===== src/rtl/sys_mem_pkg.sv =====
// Shared types and helpers for the system-memory arbiter: agent ids,
// weight lists, FSM encoding and the round-robin requester search.
package sys_mem_pkg;

  localparam int NUM_AGENTS_DEF = 2;
  localparam int AGENT_ID_W     = (NUM_AGENTS_DEF > 1) ? $clog2(NUM_AGENTS_DEF) : 1;

  typedef logic [AGENT_ID_W-1:0] agent_id_t;
  typedef int weight_arr_t [NUM_AGENTS_DEF-1:0];

  typedef enum logic {
    ARB_IDLE  = 1'b0,
    ARB_GRANT = 1'b1
  } arb_state_e;

  typedef struct packed {
    logic      found;
    agent_id_t id;
  } pick_t;

  function automatic int sum_weights(input weight_arr_t w);
    int s;
    s = 0;
    for (int i = 0; i < NUM_AGENTS_DEF; i++) s += w[i];
    return s;
  endfunction

  function automatic int max_weight(input weight_arr_t w);
    int m;
    m = w[0];
    for (int i = 1; i < NUM_AGENTS_DEF; i++) if (w[i] > m) m = w[i];
    return m;
  endfunction

  function automatic int min_weight(input weight_arr_t w);
    int m;
    m = w[0];
    for (int i = 1; i < NUM_AGENTS_DEF; i++) if (w[i] < m) m = w[i];
    return m;
  endfunction

  // Next agent id, wrapping at NUM_AGENTS_DEF.
  function automatic agent_id_t id_inc(input agent_id_t id);
    if (int'(id) == NUM_AGENTS_DEF - 1) return '0;
    return id + AGENT_ID_W'(1);
  endfunction

  // First requester at or after 'start' (wrapping); optionally skip 'excl'.
  function automatic pick_t next_req(input logic [NUM_AGENTS_DEF-1:0] req,
                                     input agent_id_t start,
                                     input logic excl_en,
                                     input agent_id_t excl);
    pick_t     p;
    agent_id_t idx;
    p   = '0;
    idx = start;
    for (int k = 0; k < NUM_AGENTS_DEF; k++) begin
      if (!p.found && req[idx] && !(excl_en && (idx == excl))) begin
        p.found = 1'b1;
        p.id    = idx;
      end
      idx = id_inc(idx);
    end
    return p;
  endfunction

endpackage


===== src/rtl/sys_mem_rd_tag_fifo.sv =====
// Synchronous FIFO of agent ids for outstanding reads. Head is visible
// combinationally. A push while full is taken when a pop frees the slot
// in the same cycle.
module sys_mem_rd_tag_fifo
  import sys_mem_pkg::*;
#(
  parameter int DEPTH = 8
) (
  input  logic      clk,
  input  logic      rst_n,
  input  logic      push_i,
  input  logic      pop_i,
  input  agent_id_t din_i,
  output agent_id_t dout_o,
  output logic      full_o,
  output logic      empty_o
);

  localparam int AW = $clog2(DEPTH);

  logic [AW:0] wptr_q, rptr_q;
  agent_id_t   mem_q [DEPTH];
  logic        do_push, do_pop;

  assign empty_o = (wptr_q == rptr_q);
  assign full_o  = (wptr_q[AW] != rptr_q[AW]) && (wptr_q[AW-1:0] == rptr_q[AW-1:0]);
  assign do_pop  = pop_i & ~empty_o;
  assign do_push = push_i & (~full_o | do_pop);
  assign dout_o  = mem_q[rptr_q[AW-1:0]];

  // Pointer registers; the extra MSB distinguishes full from empty.
  always_ff @(posedge clk or negedge rst_n) begin
    if (!rst_n) begin
      wptr_q <= '0;
      rptr_q <= '0;
    end else begin
      if (do_push) wptr_q <= wptr_q + (AW+1)'(1);
      if (do_pop)  rptr_q <= rptr_q + (AW+1)'(1);
    end
  end

  // Tag storage, cleared on reset so the head never carries X.
  always_ff @(posedge clk or negedge rst_n) begin
    if (!rst_n) begin
      for (int i = 0; i < DEPTH; i++) mem_q[i] <= '0;
    end else if (do_push) begin
      mem_q[wptr_q[AW-1:0]] <= din_i;
    end
  end

endmodule


===== src/rtl/sys_mem_arb.sv =====
// Weighted round-robin arbiter between system-memory agents and the single
// SDRAM controller port, with read-return routing through a tag FIFO.
//
// Handshake: an agent holds wren/rden (with addr/wdata) until a cycle in
// which its agent_wait is 0; that cycle is the transfer. Towards the
// controller, a request presented with cntrlr_wait=0 is taken that cycle.
// Read returns arrive in issue order, one per cntrlr_rd_valid cycle.
module sys_mem_arb
  import sys_mem_pkg::*;
#(
  parameter int          NUM_AGENTS       = 2,
  parameter int          MEM_DATA_W       = 32,
  parameter int          MEM_ADDR_W       = 27,
  parameter weight_arr_t ARB_WEIGHT_LIST  = '{8, 8},
  parameter int          ARB_TOTAL_WEIGHT = 16,
  parameter int          RD_TAG_DEPTH     = 8
) (
  input  logic                                  clk,
  input  logic                                  rst_n,
  input  logic [NUM_AGENTS-1:0]                 agent_wren,
  input  logic [NUM_AGENTS-1:0]                 agent_rden,
  input  logic [NUM_AGENTS-1:0][MEM_ADDR_W-1:0] agent_addr,
  input  logic [NUM_AGENTS-1:0][MEM_DATA_W-1:0] agent_wdata,
  output logic [NUM_AGENTS-1:0]                 agent_wait,
  output logic [NUM_AGENTS-1:0]                 agent_rd_valid,
  output logic [NUM_AGENTS-1:0][MEM_DATA_W-1:0] agent_rdata,
  input  logic                                  cntrlr_wait,
  output logic                                  cntrlr_wren,
  output logic                                  cntrlr_rden,
  output logic [MEM_ADDR_W-1:0]                 cntrlr_addr,
  output logic [MEM_DATA_W-1:0]                 cntrlr_wdata,
  input  logic                                  cntrlr_rd_valid,
  input  logic [MEM_DATA_W-1:0]                 cntrlr_rdata,
  output logic                                  rd_err,
  output arb_state_e                            dbg_state,
  output agent_id_t                             dbg_gnt_id
);

  localparam int CREDIT_W = $clog2(max_weight(ARB_WEIGHT_LIST) + 1);
  typedef logic [CREDIT_W-1:0] credit_t;

  if (NUM_AGENTS != NUM_AGENTS_DEF) begin : g_chk_agents
    $error("sys_mem_arb: NUM_AGENTS must equal sys_mem_pkg::NUM_AGENTS_DEF");
  end
  if (sum_weights(ARB_WEIGHT_LIST) != ARB_TOTAL_WEIGHT) begin : g_chk_total
    $error("sys_mem_arb: ARB_TOTAL_WEIGHT does not match sum of ARB_WEIGHT_LIST");
  end
  if (min_weight(ARB_WEIGHT_LIST) < 1 || max_weight(ARB_WEIGHT_LIST) > 255) begin : g_chk_range
    $error("sys_mem_arb: each weight must be 1..255");
  end
  if (RD_TAG_DEPTH < 2 || (RD_TAG_DEPTH & (RD_TAG_DEPTH - 1)) != 0) begin : g_chk_depth
    $error("sys_mem_arb: RD_TAG_DEPTH must be a power of 2");
  end

  function automatic credit_t weight_of(input agent_id_t id);
    return credit_t'(ARB_WEIGHT_LIST[id]);
  endfunction

  arb_state_e state_q, state_d;
  agent_id_t  gnt_q, gnt_d, rr_ptr_q, rr_ptr_d;
  credit_t    credit_q, credit_d;
  logic       rd_err_q, rd_err_d;

  logic [NUM_AGENTS-1:0] req;
  logic      granted, gnt_wr, gnt_rd, rd_blocked, accept, hand_off;
  logic      fifo_full, fifo_empty, tag_push, tag_pop;
  agent_id_t tag_head;
  pick_t     idle_pick, handoff_pick;

  assign req        = agent_wren | agent_rden;
  assign granted    = (state_q == ARB_GRANT);
  // A simultaneous write and read from one agent is a write this beat.
  assign gnt_wr     = agent_wren[gnt_q];
  assign gnt_rd     = agent_rden[gnt_q] & ~gnt_wr;
  assign tag_pop    = cntrlr_rd_valid & ~fifo_empty;
  // A full tag FIFO only blocks reads when no return frees a slot this cycle.
  assign rd_blocked = fifo_full & ~tag_pop;
  assign accept     = granted & (gnt_wr | gnt_rd) & ~cntrlr_wait & ~(gnt_rd & rd_blocked);
  assign tag_push   = accept & gnt_rd;
  assign rd_err_d   = rd_err_q | (cntrlr_rd_valid & fifo_empty);

  assign rd_err     = rd_err_q;
  assign dbg_state  = state_q;
  assign dbg_gnt_id = gnt_q;

  sys_mem_rd_tag_fifo #(.DEPTH(RD_TAG_DEPTH)) u_rd_tag_fifo (
    .clk     (clk),
    .rst_n   (rst_n),
    .push_i  (tag_push),
    .pop_i   (tag_pop),
    .din_i   (gnt_q),
    .dout_o  (tag_head),
    .full_o  (fifo_full),
    .empty_o (fifo_empty)
  );

  // Zero-latency request mux towards the controller and per-agent responses.
  always_comb begin
    cntrlr_wren  = granted & gnt_wr;
    cntrlr_rden  = granted & gnt_rd & ~rd_blocked;
    cntrlr_addr  = agent_addr[gnt_q];
    cntrlr_wdata = agent_wdata[gnt_q];
    for (int i = 0; i < NUM_AGENTS; i++) begin
      agent_wait[i]     = ~(accept && (gnt_q == agent_id_t'(i)));
      agent_rd_valid[i] = tag_pop && (tag_head == agent_id_t'(i));
      agent_rdata[i]    = cntrlr_rdata;
    end
  end

  // Next-state: pick from IDLE, count credit while granted, hand off on release.
  always_comb begin
    state_d      = state_q;
    gnt_d        = gnt_q;
    credit_d     = credit_q;
    rr_ptr_d     = rr_ptr_q;
    hand_off     = 1'b0;
    idle_pick    = next_req(req, rr_ptr_q, 1'b0, '0);
    handoff_pick = next_req(req, id_inc(gnt_q), 1'b1, gnt_q);
    case (state_q)
      ARB_IDLE: begin
        if (idle_pick.found) begin
          state_d  = ARB_GRANT;
          gnt_d    = idle_pick.id;
          credit_d = weight_of(idle_pick.id);
        end
      end
      ARB_GRANT: begin
        if (accept) credit_d = credit_q - CREDIT_W'(1);
        hand_off = ~req[gnt_q] | (accept & (credit_q == CREDIT_W'(1)));
        if (hand_off) begin
          rr_ptr_d = id_inc(gnt_q);
          if (handoff_pick.found) begin
            gnt_d    = handoff_pick.id;
            credit_d = weight_of(handoff_pick.id);
          end else if (req[gnt_q]) begin
            credit_d = weight_of(gnt_q);
          end else begin
            state_d = ARB_IDLE;
          end
        end
      end
      default: state_d = ARB_IDLE;
    endcase
  end

  // Arbiter state registers and the sticky read-error flag.
  always_ff @(posedge clk or negedge rst_n) begin
    if (!rst_n) begin
      state_q  <= ARB_IDLE;
      gnt_q    <= '0;
      credit_q <= '0;
      rr_ptr_q <= '0;
      rd_err_q <= 1'b0;
    end else begin
      state_q  <= state_d;
      gnt_q    <= gnt_d;
      credit_q <= credit_d;
      rr_ptr_q <= rr_ptr_d;
      rd_err_q <= rd_err_d;
    end
  end

endmodule

===== config.mk =====
export PLATFORM = sky130hd
export DESIGN_NAME = sys_mem_arb
export DESIGN_NICKNAME = d
export VERILOG_FILES = /design/src/rtl/sys_mem_pkg.sv /design/src/rtl/sys_mem_rd_tag_fifo.sv /design/src/rtl/sys_mem_arb.sv
export SDC_FILE = /design/constraint.sdc
export NUM_CORES = 1
export LEC_CHECK = 0
export ABC_CLOCK_PERIOD_IN_PS = 3300
export CORE_AREA = 2 2 112 114
export DETAILED_ROUTE_END_ITERATION = 8
export DIE_AREA = 0 0 114 116
export GPL_ROUTABILITY_DRIVEN = 0
export HOLD_SLACK_MARGIN = 0.15
export PLACE_DENSITY = 0.7
export SYNTH_ARGS = -nofsm -noshare
export SYNTH_HDL_FRONTEND = slang
export SYNTH_HIERARCHICAL = 1
export SYNTH_SLANG_ARGS = --single-unit

===== constraint.sdc =====
create_clock -name clk -period 3.3 [get_ports clk]
set_input_delay 0.66 -clock clk [delete_from_list [all_inputs] [get_ports clk]]
set_output_delay 0.66 -clock clk [all_outputs]
set_load 0.05 [all_outputs]

# ---- Word-level counts from Yosys, hierarchy flattened
# Index checks and enable logic that the tools add are counted.
dict set report word_totals {
  regBits 24
  input_bits 158
  output_inout_bits 132
}
dict set report classes {
  addsub 6
  bitwise 35
  reduce_logical 16
  n_mux 58
  eq_ne 9
  order_cmp 10
}
# cell count
set op_table {}
lappend op_table {{$mux W32} 2}
lappend op_table {{$mux W27} 2}
lappend op_table {{$mux W1} 36}
lappend op_table {{$mux W4} 8}
lappend op_table {{$and A1 B1 Y1} 15}
lappend op_table {{$lt A1 B2 Y1 const B} 7}
lappend op_table {{$not A1 Y1} 13}
lappend op_table {{$logic_and A1 B1 Y1} 10}
lappend op_table {{$add A4 B1 Y4 const B} 2}
lappend op_table {{$bwmux W8} 1}
lappend op_table {{$ge A4 B4 Y1 const B} 2}
lappend op_table {{$mux W2} 4}
lappend op_table {{$not A3 Y4} 2}
lappend op_table {{$pmux W4 S2} 1}
lappend op_table {{$eq A4 B1 Y1 const B} 1}
lappend op_table {{$eq A4 B4 Y1} 1}
lappend op_table {{$logic_not A1 Y1} 4}
lappend op_table {{$lt A4 B1 Y1 const B} 1}
lappend op_table {{$ne A2 B1 Y1 const B} 2}
lappend op_table {{$or A1 B1 Y1} 4}
lappend op_table {{$pmux W1 S2} 2}
lappend op_table {{$sub A4 B1 Y4 const B} 1}
lappend op_table {{$add A1 B1 Y1 const B} 3}
lappend op_table {{$bmux W1 S3} 1}
lappend op_table {{other kinds (8)} 9}

# ---- Depth between registers and ports, before layout
dict set report depth {
  ltp_word 15
  ltp_mapped 12
  mapped_depth_nobuf 10
}

# ---- Cells and area by module
# Netlist, hierarchy kept.
# module area_per_inst_um2 n_inst cells_each
set modules_own_cells {}
lappend modules_own_cells {sys_mem_arb 1759.2 1 196}
lappend modules_own_cells {sys_mem_rd_tag_fifo 1052.3 1 83}

# ---- Worst setup path after synthesis
# No wires, ideal clock.
dict set report synth_timing {
  path_kind {register to output}
  from {register gnt_q, in the netlist dbg_gnt_id}
  to {output port cntrlr_rden}
  required_time_ns 2.640
  stages_incl_launch_ff 4
  t_arrival_ns 2.459
  n_path_buf 1
  path_slack_ns 0.181
  path_cell_list {dfrtp_1 -> buf_4 -> mux2_2 -> nor3_1}
}
dict set report synth_between {
  elab_chain_cells 6
}
# item line_no
set synth_rtl {}
lappend synth_rtl {{start: declaration} sys_mem_arb.sv:60} ;# agent_id_t gnt_q, gnt_d, rr_ptr_q, rr_ptr_d;
lappend synth_rtl {{start signal: assignment} sys_mem_arb.sv:156} ;# gnt_q <= gnt_d;
lappend synth_rtl {{$mux W1 (not written as such) (2 in series)} sys_mem_arb.sv:73} ;# assign gnt_wr = agent_wren[gnt_q];
lappend synth_rtl {{$not A1 Y1} sys_mem_arb.sv:74} ;# assign gnt_rd = agent_rden[gnt_q] & ~gnt_wr;
lappend synth_rtl {{$and A1 B1 Y1 (*)} sys_mem_arb.sv:74}
lappend synth_rtl {{$and A1 B1 Y1 (*) (2 in series)} sys_mem_arb.sv:100} ;# cntrlr_rden = granted & gnt_rd & ~rd_blocked;
lappend synth_rtl {{end: declaration} sys_mem_arb.sv:29} ;# output logic cntrlr_rden,
# Mark *: on every way between the ends. The rest lies on a longest branch, timed or not. The select of a mux whose other input is x is not followed.

# ---- Worst setup path after layout
dict set report layout_timing {
  from {register gnt_q, in the netlist dbg_gnt_id}
  to {output port cntrlr_wdata[29]}
}
dict set report layout_between {
  elab_chain_cells 2
}
# item line_no
set layout_rtl {}
lappend layout_rtl {{$mux W32 (not written as such) (2 in series)} sys_mem_arb.sv:102} ;# cntrlr_wdata = agent_wdata[gnt_q];
lappend layout_rtl {{end: declaration} sys_mem_arb.sv:31} ;# output logic [MEM_DATA_W-1:0] cntrlr_wdata,
# No other way between the ends. The select of a mux whose other input is x is not followed.

==> reports/metrics.csv <==
stage,metric,value,unit
outcome,status,completed,
grt,grt_pass1_wl,15500,um
routing,dr.pass1.iters,4,
grt,grt_max_degree,26,
clocking,hold_buffers,0,
logic_synthesis,synth.mux.area_fraction,32.2,%
power_and_ir_drop,vdd_drop_max,0.000265,V
clocking,clockBufferDepth,2,
critical_path,worstPathArrival,2.40,ns
critical_path,timing_worst_setup_path_type,reg2out,
job,cap_violations,0,
critical_path,path_max_fanout,25,
grt,grt_use_total,16.0,%
logic_synthesis,ys_types,49,
grt,antenna_found_initial,0,
timing,min_period,3.06,ns
floorplanning,start_util,23.6,%
timing,fin_setup_tns,0,ns
clocking,cts_max_level,1,
logic_synthesis,synth_nets,441,
clocking,root_buffer,clkbuf_16,
logic_synthesis,synthCells,279,
clocking,clk_latency,0.26,ns
timing,max_slew_margin,58.3,%
critical_path,max_stage_delay,0.76,ns
min_path,hp-class,reg2reg,
power_and_ir_drop,clkPwrFrac,10.1,%
logic_synthesis,synth_top_area_cell,mux2_2,
power_and_ir_drop,p_leak,1.79,nW
clocking,cts_tree,built,
critical_path,worst-path-buf-inv,2,
critical_path,endpoint_kind,primary output,
timing,tightestPinTransition,0.623,ns
critical_path,path_delay_family,buffers and inverters,
cells_and_area,layout.nets,570,
power_and_ir_drop,pwr-share-seq,19.9,%
grt,overflow,0,
routing,avgViaCountPerCell,4.49,
cells_and_area,drive_gt1_share,28.3,%
power_and_ir_drop,p_sw_share,49.3,%
routing,initialDrtViolationCount,129,
critical_path,crit_slowest_cell,dfrtp_2,
critical_path,start_kind,register,
logic_synthesis,synth-seq-cells,24,
routing,vias,2490,
logic_synthesis,synth_ff_type,dfrtp_1,
logic_synthesis,synthSimpleGateAreaFrac,8.37,%
timing,hold_viol,0,
floorplanning,num_rows,40,
critical_path,path_cells,buf_12 -> mux2_2 -> clkdlybuf4s50_1,
logic_synthesis,yosysSeqAreaShare,21.4,%
routing,wire_per_inst,20.6,um
power_and_ir_drop,p_per_area,637,mW/mm2
routing,drc,0,
clocking,clk_pin_slew_worst_paths,0.07,ns
floorplanning,ios,290,
placement,port_buffers,193,
floorplanning,dieWidth,114,um
floorplanning,die-area,0.0132,mm2
logic_synthesis,ys_warn_count,6,
timing,post-route-period-util,92.6,%
logic_synthesis,synth-adder-area-share,1.78,%
grt,first_global_vias,2496,
logic_synthesis,avgSynthCellArea,10.1,um2
cells_and_area,n_antenna_cell,0,
critical_path,cp.required,2.64,ns
clocking,numCtsBuffers,3,
floorplanning,die_y,116,um
timing,drv_slew,0,
cells_and_area,final_area,0.00449,mm2
timing,rsz0062_at_grt,no,
cells_and_area,final_common_cell,clkdlybuf4s50_1,
logic_synthesis,synth-edff-count,0,
clocking,cts_resized,0,
cells_and_area,final_cell_mix,"clkdlybuf4s50_1, mux2_2, dfrtp_1",
logic_synthesis,synth_area_leaders,"mux2_2, dfrtp_1, buf_4",
routing,drt-total-wl,11400,um
timing,clock.fmax,327,MHz
logic_synthesis,synthesis.area,0.00281,mm2
clocking,cts_num_sinks,24,
logic_synthesis,synth_compound_area_share,8.90,%
logic_synthesis,synth_top_family_by_area,multiplexers,
logic_synthesis,synth-xor-area-share,5.65,%
cells_and_area,area_growth,59.9,%
routing,antenna_left,0,
power_and_ir_drop,p_int,1.45,mW
logic_synthesis,async_flop_share,100,%
timing,final-setup-viol-count,0,
placement,place_hpwl,10100,um
logic_synthesis,synth_top_area_share,26.8,%
placement,postPlaceCellArea,0.00441,mm2
floorplanning,core_area,0.0119,mm2
power_and_ir_drop,switchingPower,1.41,mW
clocking,post_cts_buffers,0,
timing,worst_clock_skew,0.00522,ns
power_and_ir_drop,combPwrFrac,70.0,%
==> Yosys cell counts (2+ instances only) <==
cell,n
nor2_1,13
xor2_1,4
nor3_1,5
buf_6,3
xnor2_1,6
inv_1,7
nor4_1,2
buf_4,67
xor2_4,2
inv_2,2
a21oi_1,6
mux4_2,2
clkbuf_1,7
a21o_1,4
ha_1,4
nand2_1,9
and2_1,2
dfrtp_1,24
nand3_1,4
a2bb2oi_1,2
o41ai_4,2
nand2b_1,4
mux2_1,5
mux2i_1,2
mux2_2,67
==> state kept, by name, summed over array words and instances, names as in the netlist <==
signal / flops
credit_q: 4
rd_err: 1
u_rd_tag_fifo/rptr_q: 4
u_rd_tag_fifo/mem_q: 8
rr_ptr_q: 1
dbg_gnt_id: 1
u_rd_tag_fifo/wptr_q: 4
dbg_state: 1
==> per-stage QoR <==
stage                     instances  hold WS [ns]  util, %  total power [mW]  setup WS (ns)
after floorplan                 279         0.364        -              2.17          0.181
after global placement          550         0.440     37.0              2.55          0.376
after detailed placement        550         0.455     37.0              2.59          0.397
after CTS                       554         0.469     37.7              2.89          0.233
after global routing            554         0.492     37.7              3.02         0.0892
final                           554         0.462     37.7              2.86          0.244
==> path summary, 6_finish.rpt <==
| check | from | to | slack, ns | cells past startpoint |
|---|---|---|---|---|
| hold / removal | rd_err | rd_err | 0.46 | 1 |
| min in group asynchronous | rst_n | rd_err | 0.79 | 1 |
| max in group asynchronous | rst_n | u_rd_tag_fifo/wptr_q[1] | 1.89 | 2 |
| setup reg to reg | u_rd_tag_fifo/wptr_q[2] | u_rd_tag_fifo/mem_q[1] | 0.57 | 11 |
| setup / recovery | dbg_gnt_id | cntrlr_wdata[29] | 0.24 | 3 |
| hold reg to reg | rd_err | rd_err | 0.46 | 1 |
==> routing by layer <==
metal | wire [um] | vias up | global-route usage (%)
li1 | - | 1168 | -
met1 | 4120 | 1164 | 17.8
met3 | 1240 | 10 | 6.85
met4 | 105 | 0 | 2.36
met5 | 0 | - | 0
met2 | 5940 | 148 | 28.8
==> cell families (layout without fill, tap and decap cells) <==
group | after synthesis | after routing
AND/OR/NAND/NOR | 46 | 46
AO/OA/AOI/OAI | 27 | 27
XOR/XNOR | 13 | 13
multiplexers | 78 | 78
buffers and inverters | 87 | 215
flip-flops | 24 | 24
adder cells (fa/ha/maj) | 4 | 4
==> final cells by class <==
type                    instances  area (um2)
repair buffers                202        1990
fillers                      1180        7420
well taps                     147         184
clock buffers                   4        88.8
multi-input cells             168        1600
inverters                       9        33.8
flip-flops and latches         24         602
==> power by group through the flow <==
stage          combinational [mW]  sequential (mW)  clock, mW
2_1_floorplan                1.68            0.482          0
3_3_place_gp                 1.98            0.567          0
3_5_place_dp                 2.02            0.576          0
4_1_cts                      2.03            0.571      0.289
5_1_grt                      2.12            0.589      0.307
6_report                     2.00            0.571      0.289
(Power assumes the default switching activity.)
